### config.mk
export PLATFORM = sky130hd
export DESIGN_NAME = kpad_scan_sequencer
export DESIGN_NICKNAME = d
export VERILOG_FILES = /design/src/rtl/kpad_scan_sequencer.sv
export SDC_FILE = /design/constraint.sdc
export NUM_CORES = 1
export LEC_CHECK = 0
export BUFFER_PORTS_ARGS = -buffer_cell sky130_fd_sc_hd__buf_2
export CAP_MARGIN = 10
export CORE_ASPECT_RATIO = 2
export CORE_MARGIN = 10
export CORE_UTILIZATION = 40
export CTS_CLUSTER_DIAMETER = 200
export CTS_CLUSTER_SIZE = 40
export DETAILED_ROUTE_END_ITERATION = 6
export MAX_ROUTING_LAYER = met4
export PLACE_DENSITY = 0.6
export SETUP_SLACK_MARGIN = 0.3
export SLEW_MARGIN = 20
export SYNTH_ARGS = -nofsm -noshare
export SYNTH_HDL_FRONTEND = slang
export SYNTH_SLANG_ARGS = --single-unit
### constraint.sdc
create_clock -name clk -period 2.9 [get_ports clk]
set_input_delay 0.435 -clock clk [delete_from_list [all_inputs] [get_ports clk]]
set_output_delay 0.435 -clock clk [all_outputs]
set_load 0.005 [all_outputs]
### src/rtl/kpad_scan_sequencer.sv
// -----------------------------------------------------------------------------
// kpad_scan_sequencer
//
// Purpose:
//   Scans a 4x4 matrix keypad. It drives one active-low row strobe at a time,
//   samples the (synchronized) active-low columns once per row slot, debounces
//   press and release, and hands one 4-bit key code per debounced press to the
//   consumer through a single-entry valid/ready output register. An event that
//   arrives while that register is still full is dropped and flagged with a
//   one-cycle overrun pulse.
//
// Optional feature (compile-time macro):
//   KPAD_TYPEMATIC_EN - while a key stays held, repeat its code after
//                       REPEAT_DELAY slots and then every REPEAT_RATE slots.
//                       Without the macro no hold-time counter exists.
//
// Ports:
//   clk        in   1  system clock
//   rst_n      in   1  asynchronous active-low reset
//   col        in   4  keypad columns, active-low, asynchronous to clk
//   row        out  4  row strobes, one-hot-low, registered
//   key_code   out  4  row_idx*4 + col_idx of the pending event
//   key_valid  out  1  key_code holds an undelivered event
//   key_ready  in   1  consumer accepts (transfer on key_valid && key_ready)
//   key_held   out  1  a debounced key is currently pressed
//   overrun    out  1  one-cycle pulse: event dropped, output register full
// -----------------------------------------------------------------------------
module kpad_scan_sequencer #(
    parameter int SCAN_TICKS     = 100000,
    parameter int SETTLE         = 10,
    parameter int DEBOUNCE_SCANS = 4,
    parameter int REPEAT_DELAY   = 500,
    parameter int REPEAT_RATE    = 100
) (
    input  logic       clk,
    input  logic       rst_n,
    input  logic [3:0] col,
    output logic [3:0] row,
    output logic [3:0] key_code,
    output logic       key_valid,
    input  logic       key_ready,
    output logic       key_held,
    output logic       overrun
);

    localparam int SLOT_W = (SCAN_TICKS > 1) ? $clog2(SCAN_TICKS) : 1;
    localparam int CNT_W  = $clog2(DEBOUNCE_SCANS + 1);

    localparam logic [SLOT_W-1:0] SLOT_LAST   = SLOT_W'(SCAN_TICKS - 1);
    localparam logic [SLOT_W-1:0] SLOT_SAMPLE = SLOT_W'(SETTLE);
    localparam logic [SLOT_W-1:0] SLOT_ONE    = SLOT_W'(1);
    localparam logic [CNT_W-1:0]  CNT_DONE    = CNT_W'(DEBOUNCE_SCANS);
    localparam logic [CNT_W-1:0]  CNT_ONE     = CNT_W'(1);
    localparam logic              SINGLE_SCAN = (DEBOUNCE_SCANS == 1);

    typedef enum logic [1:0] {
        ST_SCAN     = 2'd0,
        ST_DEBOUNCE = 2'd1,
        ST_HELD     = 2'd2,
        ST_RELEASE  = 2'd3
    } state_t;

    // Returns {valid, index}: valid only when exactly one column is pulled low.
    function automatic logic [2:0] decode_col(input logic [3:0] pat);
        logic [2:0] res;
        case (pat)
            4'b1110: res = {1'b1, 2'd0};
            4'b1101: res = {1'b1, 2'd1};
            4'b1011: res = {1'b1, 2'd2};
            4'b0111: res = {1'b1, 2'd3};
            default: res = {1'b0, 2'd0};
        endcase
        return res;
    endfunction

    // One-hot-low strobe pattern for a row index.
    function automatic logic [3:0] row_strobe(input logic [1:0] idx);
        return ~(4'b0001 << idx);
    endfunction

    logic [3:0]        r_col_meta;
    logic [3:0]        r_col_sync;
    logic [SLOT_W-1:0] r_slot_cnt;
    state_t            r_state;
    logic [1:0]        r_row_idx;
    logic [3:0]        r_row;
    logic [3:0]        r_col_pat;
    logic [1:0]        r_col_idx;
    logic [CNT_W-1:0]  r_count;
    logic              r_key_held;
    logic [3:0]        r_key_code;
    logic              r_key_valid;
    logic              r_overrun;

    logic              w_sample;
    logic              w_slot_wrap;
    logic [2:0]        w_dec;
    logic              w_pat_valid;
    logic              w_pat_idle;
    logic              w_press_evt;
    logic              w_rep_evt;
    logic              w_evt;
    logic [3:0]        w_evt_code;

    assign w_sample    = (r_slot_cnt == SLOT_SAMPLE);
    assign w_slot_wrap = (r_slot_cnt == SLOT_LAST);
    assign w_dec       = decode_col(r_col_sync);
    assign w_pat_valid = w_dec[2];
    assign w_pat_idle  = (r_col_sync == 4'b1111);

    // Two-flop synchronizer for the asynchronous column inputs (idle = all high).
    always_ff @(posedge clk or negedge rst_n) begin
        if (!rst_n) begin
            r_col_meta <= 4'b1111;
            r_col_sync <= 4'b1111;
        end else begin
            r_col_meta <= col;
            r_col_sync <= r_col_meta;
        end
    end

    // Free-running row slot counter; the sample point is a fixed offset in it.
    always_ff @(posedge clk or negedge rst_n) begin
        if (!rst_n) begin
            r_slot_cnt <= '0;
        end else if (w_slot_wrap) begin
            r_slot_cnt <= '0;
        end else begin
            r_slot_cnt <= r_slot_cnt + SLOT_ONE;
        end
    end

    // Debounced-press qualification at the sample point.
    always_comb begin
        w_press_evt = 1'b0;
        if (w_sample) begin
            case (r_state)
                ST_SCAN:     w_press_evt = w_pat_valid && SINGLE_SCAN;
                ST_DEBOUNCE: w_press_evt = (r_col_sync == r_col_pat) &&
                                           ((r_count + CNT_ONE) == CNT_DONE);
                default:     w_press_evt = 1'b0;
            endcase
        end else begin
            w_press_evt = 1'b0;
        end
    end

`ifdef KPAD_TYPEMATIC_EN
    localparam int REP_MAX = (REPEAT_DELAY > REPEAT_RATE) ? REPEAT_DELAY : REPEAT_RATE;
    localparam int REP_W   = $clog2(REP_MAX + 1);
    localparam logic [REP_W-1:0] REP_DELAY_C = REP_W'(REPEAT_DELAY);
    localparam logic [REP_W-1:0] REP_RATE_C  = REP_W'(REPEAT_RATE);
    localparam logic [REP_W-1:0] REP_ONE     = REP_W'(1);

    // Samples remaining until the next repeat; stays on schedule through a
    // release bounce, so a repeat due during RELEASE is skipped, not delayed.
    logic [REP_W-1:0] r_rep_cnt;
    logic             w_in_hold;
    logic             w_rep_due;

    assign w_in_hold = (r_state == ST_HELD) || (r_state == ST_RELEASE);
    assign w_rep_due = w_sample && w_in_hold && (r_rep_cnt == REP_ONE);

    // Repeat fires only from a steady HELD sample that is still pressed.
    always_comb begin
        w_rep_evt = 1'b0;
        if (w_rep_due && (r_state == ST_HELD) && !w_pat_idle) begin
            w_rep_evt = 1'b1;
        end else begin
            w_rep_evt = 1'b0;
        end
    end

    // Hold-time countdown, armed by the debounced press, cleared back in SCAN.
    always_ff @(posedge clk or negedge rst_n) begin
        if (!rst_n) begin
            r_rep_cnt <= '0;
        end else if (w_press_evt) begin
            r_rep_cnt <= REP_DELAY_C;
        end else if (w_sample && w_in_hold) begin
            if (r_rep_cnt == REP_ONE) begin
                r_rep_cnt <= REP_RATE_C;
            end else if (r_rep_cnt != '0) begin
                r_rep_cnt <= r_rep_cnt - REP_ONE;
            end
        end else if (r_state == ST_SCAN) begin
            r_rep_cnt <= '0;
        end
    end
`else
    logic w_unused_cfg;
    assign w_unused_cfg = ^{REPEAT_DELAY, REPEAT_RATE};
    assign w_rep_evt    = 1'b0;
`endif

    assign w_evt      = w_press_evt || w_rep_evt;
    // Press codes come straight from the sample (equal to the latched pattern
    // in DEBOUNCE); repeats reuse the latched column.
    assign w_evt_code = w_press_evt ? {r_row_idx, w_dec[1:0]} : {r_row_idx, r_col_idx};

    // Scan / debounce / hold / release sequencer with registered row and held flag.
    always_ff @(posedge clk or negedge rst_n) begin
        if (!rst_n) begin
            r_state    <= ST_SCAN;
            r_row_idx  <= 2'd0;
            r_row      <= 4'b1110;
            r_col_pat  <= 4'b1111;
            r_col_idx  <= 2'd0;
            r_count    <= '0;
            r_key_held <= 1'b0;
        end else begin
            case (r_state)
                ST_SCAN: begin
                    if (w_sample && w_pat_valid) begin
                        // Freeze on this row while the press is qualified.
                        r_col_pat <= r_col_sync;
                        r_col_idx <= w_dec[1:0];
                        r_count   <= CNT_ONE;
                        if (w_press_evt) begin
                            r_state    <= ST_HELD;
                            r_key_held <= 1'b1;
                        end else begin
                            r_state <= ST_DEBOUNCE;
                        end
                    end else if (w_slot_wrap) begin
                        r_row_idx <= r_row_idx + 2'd1;
                        r_row     <= row_strobe(r_row_idx + 2'd1);
                    end
                end
                ST_DEBOUNCE: begin
                    if (w_sample) begin
                        if (r_col_sync == r_col_pat) begin
                            if (w_press_evt) begin
                                r_state    <= ST_HELD;
                                r_key_held <= 1'b1;
                            end else begin
                                r_count <= r_count + CNT_ONE;
                            end
                        end else begin
                            // Bounce: abandon, the next slot wrap moves on to r+1.
                            r_state <= ST_SCAN;
                            r_count <= '0;
                            if (w_slot_wrap) begin
                                r_row_idx <= r_row_idx + 2'd1;
                                r_row     <= row_strobe(r_row_idx + 2'd1);
                            end
                        end
                    end
                end
                ST_HELD: begin
                    if (w_sample && w_pat_idle) begin
                        if (SINGLE_SCAN) begin
                            r_state    <= ST_SCAN;
                            r_key_held <= 1'b0;
                            r_count    <= '0;
                            if (w_slot_wrap) begin
                                r_row_idx <= r_row_idx + 2'd1;
                                r_row     <= row_strobe(r_row_idx + 2'd1);
                            end
                        end else begin
                            r_state <= ST_RELEASE;
                            r_count <= CNT_ONE;
                        end
                    end
                end
                ST_RELEASE: begin
                    if (w_sample) begin
                        if (w_pat_idle) begin
                            if ((r_count + CNT_ONE) == CNT_DONE) begin
                                r_state    <= ST_SCAN;
                                r_key_held <= 1'b0;
                                r_count    <= '0;
                                if (w_slot_wrap) begin
                                    r_row_idx <= r_row_idx + 2'd1;
                                    r_row     <= row_strobe(r_row_idx + 2'd1);
                                end
                            end else begin
                                r_count <= r_count + CNT_ONE;
                            end
                        end else begin
                            // Release bounce: still the same press, no new event.
                            r_state <= ST_HELD;
                            r_count <= '0;
                        end
                    end
                end
                default: begin
                    r_state <= ST_SCAN;
                    r_count <= '0;
                end
            endcase
        end
    end

    // Single-entry output register with valid/ready handshake and overrun flag.
    always_ff @(posedge clk or negedge rst_n) begin
        if (!rst_n) begin
            r_key_code  <= 4'd0;
            r_key_valid <= 1'b0;
            r_overrun   <= 1'b0;
        end else if (w_evt) begin
            if (!r_key_valid || key_ready) begin
                r_key_code  <= w_evt_code;
                r_key_valid <= 1'b1;
                r_overrun   <= 1'b0;
            end else begin
                r_overrun   <= 1'b1;
            end
        end else begin
            r_overrun <= 1'b0;
            if (r_key_valid && key_ready) begin
                r_key_valid <= 1'b0;
            end
        end
    end

    assign row       = r_row;
    assign key_code  = r_key_code;
    assign key_valid = r_key_valid;
    assign key_held  = r_key_held;
    assign overrun   = r_overrun;

endmodule

# After elaboration in Yosys (flattened, before gate mapping)
# Cells that the tools add are included.
# Widths: inputs -> output; s select.
# op_classes
order_cmp,0
reduce_logical,16
div,0
eq_ne,25
mux,52
multipliers,0
shift,1
n_bitwise,1
n_addsub,3
# op_table
op,n
$mux 2,16
$mux 4,7
$mux 3,8
$pmux 3 s4,2
$ne 2x2->1 const B,9
$add 17x1->17 const B,1
$eq 17x17->1 const B,1
$eq 17x4->1 const B,1
$mux 17,1
$eq 4x4->1 const B,4
$mux 1,14
$reduce_and 7->1,2
$pmux 4 s3,1
$ne 3x3->1 const B,3
$pmux 2 s4,1
$pmux 2 s3,1
$reduce_and 2->1,3
$reduce_and 6->1,1
$reduce_and 5->1,1
$eq 2x2->1 const B,2
$eq 4x3->1 const B,1
$eq 4x4->1,1
$logic_and 1x1->1,4
$not 4->4,1
12 further kinds,12
# totals
out_inout_bits,11
latch_bits,0
word_cells,110
ff_bits,47
in_bits,7
mem_count,0
ramBits,0
rom_bits,0

# Logic depth before layout (Yosys ltp)
# Gate-level depths: netlist of run 1.
# logic_depth
ltp_word,9
depth_mapped,8
ltp_nobuf,7

# Worst setup path before layout of run 1
# OpenSTA, ideal clock, no wires.
# synth_path
path_kind,reg2reg
startpoint,register r_slot_cnt[11]
endpoint,register r_row_idx[1]
t_required_ns,2.775
path_stages_with_launch,6
setup_time_ns,0.125
period_less_slack_ns,2.694
slack_ns,0.206
arrival_time_ns,2.569
path_buffers,0
cell_sequence,dfrtp_1 > or4_1 > or4_4 > or4_4 > a211oi_4 > mux2_4
# synth_between
elab_chain_len,6
word_cells_on_any_way,15
cone_classes,eq/ne (5); mux (8); reduce/logical (2)
# synth_rtl
item,line_no,rtl
start: declaration,83,logic [SLOT_W-1:0] r_slot_cnt;
start signal: assignment,129,r_slot_cnt <= r_slot_cnt + SLOT_ONE;
$eq 17x17->1,106,assign w_slot_wrap = (r_slot_cnt == SLOT_LAST);
$mux 2 (4 in a row),--,
$pmux 2 s3,--,
end signal: assignment,226,r_row_idx <= r_row_idx + 2'd1;
end signal: assignment,244,r_row_idx <= r_row_idx + 2'd1;
end signal: assignment,257,r_row_idx <= r_row_idx + 2'd1;
end: declaration,85,logic [1:0] r_row_idx;
# Parallel ways exist; a longest one is shown, timed or not. The select of a mux whose other input is x is not followed.
# A chain may end at the register's enable or synchronous reset.

# Worst setup path after layout of run 1
# layout_path
startpoint,register r_slot_cnt[0]
endpoint,"register r_key_code[0], in the netlist key_code[0]"
# layout_between
elab_chain_len,3
# layout_rtl
item,line_no,rtl
$eq 17x4->1,105,assign w_sample = (r_slot_cnt == SLOT_SAMPLE);
$mux 1,136,if (w_sample) begin
$reduce_and 2->1 (no source line),--,
end signal: assignment,303,r_key_code <= w_evt_code;
end: declaration,91,logic [3:0] r_key_code;
# Every way passes these cells.

==> results of run 1 <==
[registers in the layout (all words and copies together), names as in the netlist]
register / cells
r_slot_cnt: 17
key_code: 4
r_col_meta: 4
r_col_pat: 4
r_col_sync: 4
row: 4
r_count: 3
r_row_idx: 2
r_state: 2
key_held: 1
key_valid: 1
overrun: 1
[kinds of logic (layout without fill, tap and decap cells)]
group                    count (synthesis)  after routing  share of synthesized area, %
flip-flops                              47             47                          51.9
AND/OR/NAND/NOR                         72             72                          17.9
AO/OA/AOI/OAI                           22             22                          6.90
multiplexers                            15             15                          7.28
buffers and inverters                   18             42                          2.93
adder cells (fa/ha/maj)                  8              8                          4.35
XOR/XNOR                                23             23                          8.75
[repair_timing]
item / in CTS / in global routing
pin swaps: 1 / 0
setup endpoints to repair: 9 / 14
gates cloned: 0 / 0
setup buffers: 2 / 1
resized for setup: 2 / 2
hold endpoints to repair: 0 / 0
[cells in the mapped netlist (3+ instances only)]
master    count
mux2_2       10
a21oi_1       6
nand3_1      12
dfrtp_1      32
dfstp_2      15
nand2_1      12
nor4_1        4
xor2_1        8
ha_1          8
o21ai_0       3
inv_1        10
nor3_1        3
mux2i_1       4
clkbuf_1      8
xnor2_1      15
nor2_1       14
and3_1        3
nand4_1       3
[layout make-up]
type,count,area [µm²],area share [%]
clock inverters,2,13.8,0.515
repair buffers,24,144,5.39
multi-input cells,140,1050,39.5
clock buffers,6,150,5.62
flip-flops and latches,47,1190,44.7
well taps,61,76.3,2.86
inverters,10,37.5,1.41
[final timing paths]
| check | start | endpoint | slack (ns) | cells past startpoint |
|---|---|---|---|---|
| worst max-delay path | r_slot_cnt[0] | key_code[0] | 0.23 | 7 |
| worst min-delay path | rst_n | row[0] | 0.15 | 1 |
| worst max register to register | r_slot_cnt[0] | key_code[0] | 0.23 | 7 |
| worst min register to register | r_col_meta[2] | r_col_sync[2] | 0.36 | 0 |
| max in group asynchronous | rst_n | r_slot_cnt[7] | 2.35 | 1 |
| min in group clk | col[0] | r_col_meta[0] | 0.24 | 1 |
[where the power goes]
group	switching, mW	internal (mW)
registers	0.0157	0.674
clock network	0.242	0.371
logic	0.0270	0.0201
[metal layers]
| metal | vias up | part of all wire (%) |
|---|---|---|
| met1 | 772 | 36 |
| met4 | 0 | 2.6 |
| met3 | 7 | 2.8 |
| met2 | 22 | 59 |
| li1 | 761 | - |
| met5 | - | 0 |
[stage by stage]
| step | utilization [%] | instances |
|---|---|---|
| floorplan | - | 205 |
| global placement | 43.6 | 279 |
| detailed placement | 43.6 | 279 |
| CTS | 46.9 | 289 |
| global route | 47.2 | 290 |
| finish | 47.2 | 290 |
[worst max-delay path, delay by kind of cell (launching register included)]
kind                     cells  cell delay, ns
AND/OR/NAND/NOR              4            1.72
flip-flops                   1            0.37
multiplexers                 1            0.29
adder cells (fa/ha/maj)      1            0.13
buffers and inverters        1            0.06
==> results.ini, run 1 <==
[drt]
vias=1562
post_drt_wl_per_cell_um=15.8
firstDrtPassIters=6
drc_errors=0
viasPerCell=5.39
final_antenna_net_count=0
wirelength_um=4590
drtIter0Drc=76

[cells_and_area]
drive_above_1_share_pct=30.6
area.growth.synth_to_final_pct=16.0
final_common_cell=dfrtp_1
final_area_um2=2670
n_antenna_cell=0
final_cell_mix=dfrtp_1 (32), buf_2 (16), xnor2_1 (15), dfstp_2 (15), nor2_1 (14)
fin_nets=243
nFillCells=531

[power]
powerDensity_nw_per_um2=506
fin_total_pwr_mw=1.35
leakage_nw=1.20
vdd.ir_drop.worst_mv=0.394

[place]
io_buffer_count=17
gp_congestion=0.748
placed_area_um2=2470
dp_slack_ns=0.160
dp.final_hpwl_um=3360

[synth]
ys.flop_type=dfrtp_1
yosysSeqAreaShare_pct=51.9
synth_cell_types=47
ys_async_sr_fraction_pct=100
synth-edff-count=0
synthesis.area_um2=2300
syn_nets=220
ys_warn_count=0
yosys.area.top_type=dfrtp_1
ys_ff_latch=47
syn_area_per_cell_um2=11.2
yosys-top-cells-area=dfrtp_1 (35%), dfstp_2 (17%), xnor2_1 (5.7%)
synth_cells=205
synth_top_cell_area_share_pct=34.8

[global_routing]
grt_max_degree=48
grt_usage_pct=10.9
busiest_layer=met2
met3_usage_pct=2.64
grt_pass1_wl_um=7770
gr-usage-met2_pct=19.5
grt_pass1_vias=1620
antenna_found_initial=0
met1_usage_pct=10.0
overflow=0

[clock_network]
cts_buffer_depth=2
cts.htree.levels=2
cts_buffers=5
cts_sinks=47
clk_pin_slew_ns=0.06
cts_tree=done
cts_hold_buf=0
clock-root-buffer=clkbuf_16
clk_latency_ns=0.29

[sta]
final-hold-violation-count=0
rsz0062_at_grt=yes
skew_ns=0.00568
worst_slew_pin_slew_ns=0.661
maxSlewHeadroom_pct=55.6
max_freq_mhz=374
timing.final.crit_period_ns=2.67
holdWs_ns=0.149
drv_slew=0
setup_slack_ns=0.225
period_share_pct=92.2
setup_tns_ns=0
setup_violations=0

[worst_setup_path]
crit_path_start_kind=flip-flop
path_cells=inv_1 -> ha_1 -> or4b_4 -> or4b_4 -> or3_4 -> or3b_4 -> mux2_2
worstSetupPathType=flip-flop to flip-flop
cpMaxStageDelayCell=or4b_4
cpPeakStageDelay_ns=0.50
crit_top_cell=or4b_4
required_ns=3.08
worst_ep_arrival_time_ns=2.85
worstSetupEndpointType=flip-flop
crit_fanout=4

[floorplan]
initial_core_util_pct=40.7
pin_count=18
coreArea_um2=5660
rows=39
dieArea_um2=9380
die_h_um=127
die_w_um=73.7

[outcome]
status=completed

[job]
cap_violations=0

[worst_hold_path]
hp-class=input port to asynchronous set/reset pin

Power figures use the tool's default switching activity.
==> run 2: changes to the inputs <==
--- a/config.mk
+++ b/config.mk
@@ -5,6 +5,7 @@
 export SDC_FILE = /design/constraint.sdc
 export NUM_CORES = 1
 export LEC_CHECK = 0
+export ABC_AREA = 1
 export BUFFER_PORTS_ARGS = -buffer_cell sky130_fd_sc_hd__buf_2
 export CAP_MARGIN = 10
 export CORE_ASPECT_RATIO = 2
@@ -13,6 +14,7 @@
 export CTS_CLUSTER_DIAMETER = 200
 export CTS_CLUSTER_SIZE = 40
 export DETAILED_ROUTE_END_ITERATION = 6
+export GPL_ROUTABILITY_DRIVEN = 0
 export MAX_ROUTING_LAYER = met4
 export PLACE_DENSITY = 0.6
 export SETUP_SLACK_MARGIN = 0.3
==> results.ini, run 2 <==
[outcome]
status=completed

[synth]
yosysMostFrequentCell=nand2_1
yosysSeqAreaShare_pct=47.5  ; -4.3 points
syn_nets=324  ; +47%
synth-simple-area-share_pct=34.6  ; +17 points
ys.flop_type=dfrtp_1
yosys.area_share.adder_pct=3.98  ; -0.36 points
ys_warn_count=0  ; unchanged
ys_ff_latch=47  ; unchanged
synth_top_cell_area_share_pct=31.9  ; -2.9 points
syn_area_per_cell_um2=8.13  ; -28%
synth_cell_types=29  ; -38%
synth_xor_area_share_pct=2.09  ; -6.7 points
synth_cells=309  ; +51%
synth-compound-area-share_pct=4.63  ; -2.3 points
synthesis.area_um2=2510  ; +9.1%
synth-edff-count=0  ; unchanged
ys_async_sr_fraction_pct=100  ; unchanged
synth_commonest_cells=nand2_1 (90), inv_1 (40), dfrtp_1 (32)
yosys.area.top_type=dfrtp_1
yosys-top-cells-area=dfrtp_1 (32%), dfstp_2 (16%), nand2_1 (13%)
muxShareOfSynthArea_pct=0  ; -7.3 points
synth_top_family_by_area=simple AND/OR/NAND/NOR gates

[clock_network]
clock-root-buffer=clkbuf_16
cts_setup_buffers=0  ; -2
cts_tree=done
cts_buffer_depth=2  ; unchanged
cts_buffers=5  ; unchanged
cts.htree.levels=2  ; unchanged
clk_pin_slew_ns=0.06  ; about the same
post_cts_resized=0  ; -2
cts_sinks=47  ; unchanged
clk_latency_ns=0.29  ; about the same
cts_hold_buf=0  ; unchanged

[drt]
drc_errors=0  ; unchanged
final_antenna_net_count=0  ; unchanged
firstDrtPassIters=4  ; -2
drtIter0Drc=101  ; +33%
vias=2003  ; +28%
viasPerCell=4.79  ; -11%
wirelength_um=5340  ; +16%
post_drt_wl_per_cell_um=12.8  ; -19%

[power]
powerDensity_nw_per_um2=611  ; +21%
vdd.ir_drop.worst_mv=0.280  ; -29%
leakage_nw=1.46  ; +22%
fin_total_pwr_mw=1.77  ; +31%

[floorplan]
pin_count=18  ; unchanged
die_h_um=132  ; +3.8%
rows=40  ; +2.6%
coreArea_um2=6060  ; +7.0%
die_w_um=76.1  ; +3.3%
initial_core_util_pct=41.5  ; +0.81 points
dieArea_um2=10000  ; +7.1%

[cells_and_area]
largest_register=r_slot_cnt
nFillCells=609  ; +15%
final_cell_mix=nand2_1 (90), inv_1 (40), dfrtp_1 (32), nor2_1 (28), buf_2 (17)
fin_nets=348  ; +43%
register_area_um2=1190  ; unchanged
n_antenna_cell=0  ; unchanged
final_common_cell=nand2_1
multiInputGateArea_um2=1140  ; +7.9%
area.growth.synth_to_final_pct=15.1
drive_above_1_share_pct=20.1  ; -11 points
largest_reg_flops=17  ; unchanged
final_area_um2=2890  ; +8.3%

[job]
cap_violations=0  ; unchanged

[worst_setup_path]
r2r.worst_path.cells=8  ; +1
path_cells=ha_1 -> or2_2 -> nand3_1 -> nor2_1 -> nand2_1 -> nand2_2 -> o21ai_0 -> nand2_1
crit_top_cell=nand2_1
r2r_setup_slack_ns=1.22  ; +0.99 ns
cpPeakStageDelay_ns=0.40  ; -0.10 ns
crit_path_start_kind=flip-flop
cpMaxStageDelayCell=dfrtp_1
worst_ep_arrival_time_ns=1.86  ; -0.99 ns
required_ns=3.08  ; about the same
crit_fanout=4  ; unchanged
worstSetupEndpointType=flip-flop
worstSetupPathType=flip-flop to flip-flop

[global_routing]
grt_pass1_wl_um=9600  ; +24%
grt_pass1_vias=2062  ; +27%
grt_usage_pct=11.9  ; +0.92 points
antenna_found_initial=0  ; unchanged
grt_max_degree=31  ; -35%
overflow=0  ; unchanged

[sta]
rsz0062_at_grt=no
final-hold-violation-count=0  ; unchanged
period_share_pct=58.0  ; -34 points
maxSlewHeadroom_pct=73.3  ; +18 points
timing.final.crit_period_ns=1.68  ; -0.994 ns
drv_slew=0  ; unchanged
worst_slew_pin_slew_ns=0.397  ; -0.264 ns
setup_tns_ns=0  ; unchanged
max_freq_mhz=595  ; +59%
setup_violations=0  ; unchanged
skew_ns=0.00502  ; -0.000657 ns
holdWs_ns=0.0594  ; -0.0891 ns

[place]
dp.final_hpwl_um=4240  ; +26%
io_buffer_count=17  ; unchanged
placed_area_um2=2700  ; +9.6%

[worst_hold_path]
hp-class=input port to asynchronous set/reset pin

-- run 2: critical path, delay by kind of cell, from the launching register on --
family,cells,cell delay [ns]
AOI/OAI and AO/OA,1,0.15
adders and majority gates,1,0.21
DFF,1,0.40
and+or+nand+nor,6,0.81
-- run 2: metal layers --
metal	share of wire, %	global-route usage, %
met3	3.9	2.87
met2	59	22.7
met5	0	-
met4	2.4	4.99
met1	34	10.6
-- run 2: cell families (layout without fill, tap and decap cells) --
| logic type | after synthesis | after routing |
|---|---|---|
| AND/OR/NAND/NOR | 180 | 180 |
| flip-flops | 47 | 47 |
| buffers and inverters | 47 | 72 |
| AO/OA/AOI/OAI | 21 | 21 |
| adder cells (fa/ha/maj) | 8 | 8 |
| XOR/XNOR | 6 | 6 |
-- run 2: final timing paths --
path | startpoint | endpoint
worst max-delay path | r_count[0] | r_count[1]
worst min-delay path | rst_n | key_code[1]
worst max register to register | r_count[0] | r_count[1]
worst min register to register | r_col_meta[2] | r_col_sync[2]
max in group asynchronous | rst_n | r_col_pat[0]
min in group clk | col[2] | r_col_meta[2]
-- run 2: power by group --
group,internal [mW],total (mW),switching (mW)
Combinational,0.0986,0.300,0.202
Clock,0.494,0.735,0.241
Sequential,0.694,0.733,0.0397
Total,1.29,1.77,0.482
-- run 2: cell type report --
cell class                      count  share of cell area [%]
Tap cell                           84                    3.63
Sequential cell                    47                    41.3
Clock inverter                      2                    2.08
Timing Repair Buffer               18                    3.20
Clock buffer                        6                    4.46
Inverter                           46                    5.97
Multi-Input combinational cell    215                    39.4
-- run 2: stage by stage --
| step | setup slack [ns] | cells | util [%] |
|---|---|---|---|
| 4_1_cts | 1.20 | 418 | 47.8 |
| 2_1_floorplan | 1.37 | 309 | - |
| 5_1_grt | 0.999 | 418 | 47.8 |
| 6_report | 1.22 | 418 | 47.8 |
| 3_5_place_dp | 1.20 | 410 | 44.6 |
| 3_3_place_gp | 1.23 | 410 | 44.6 |
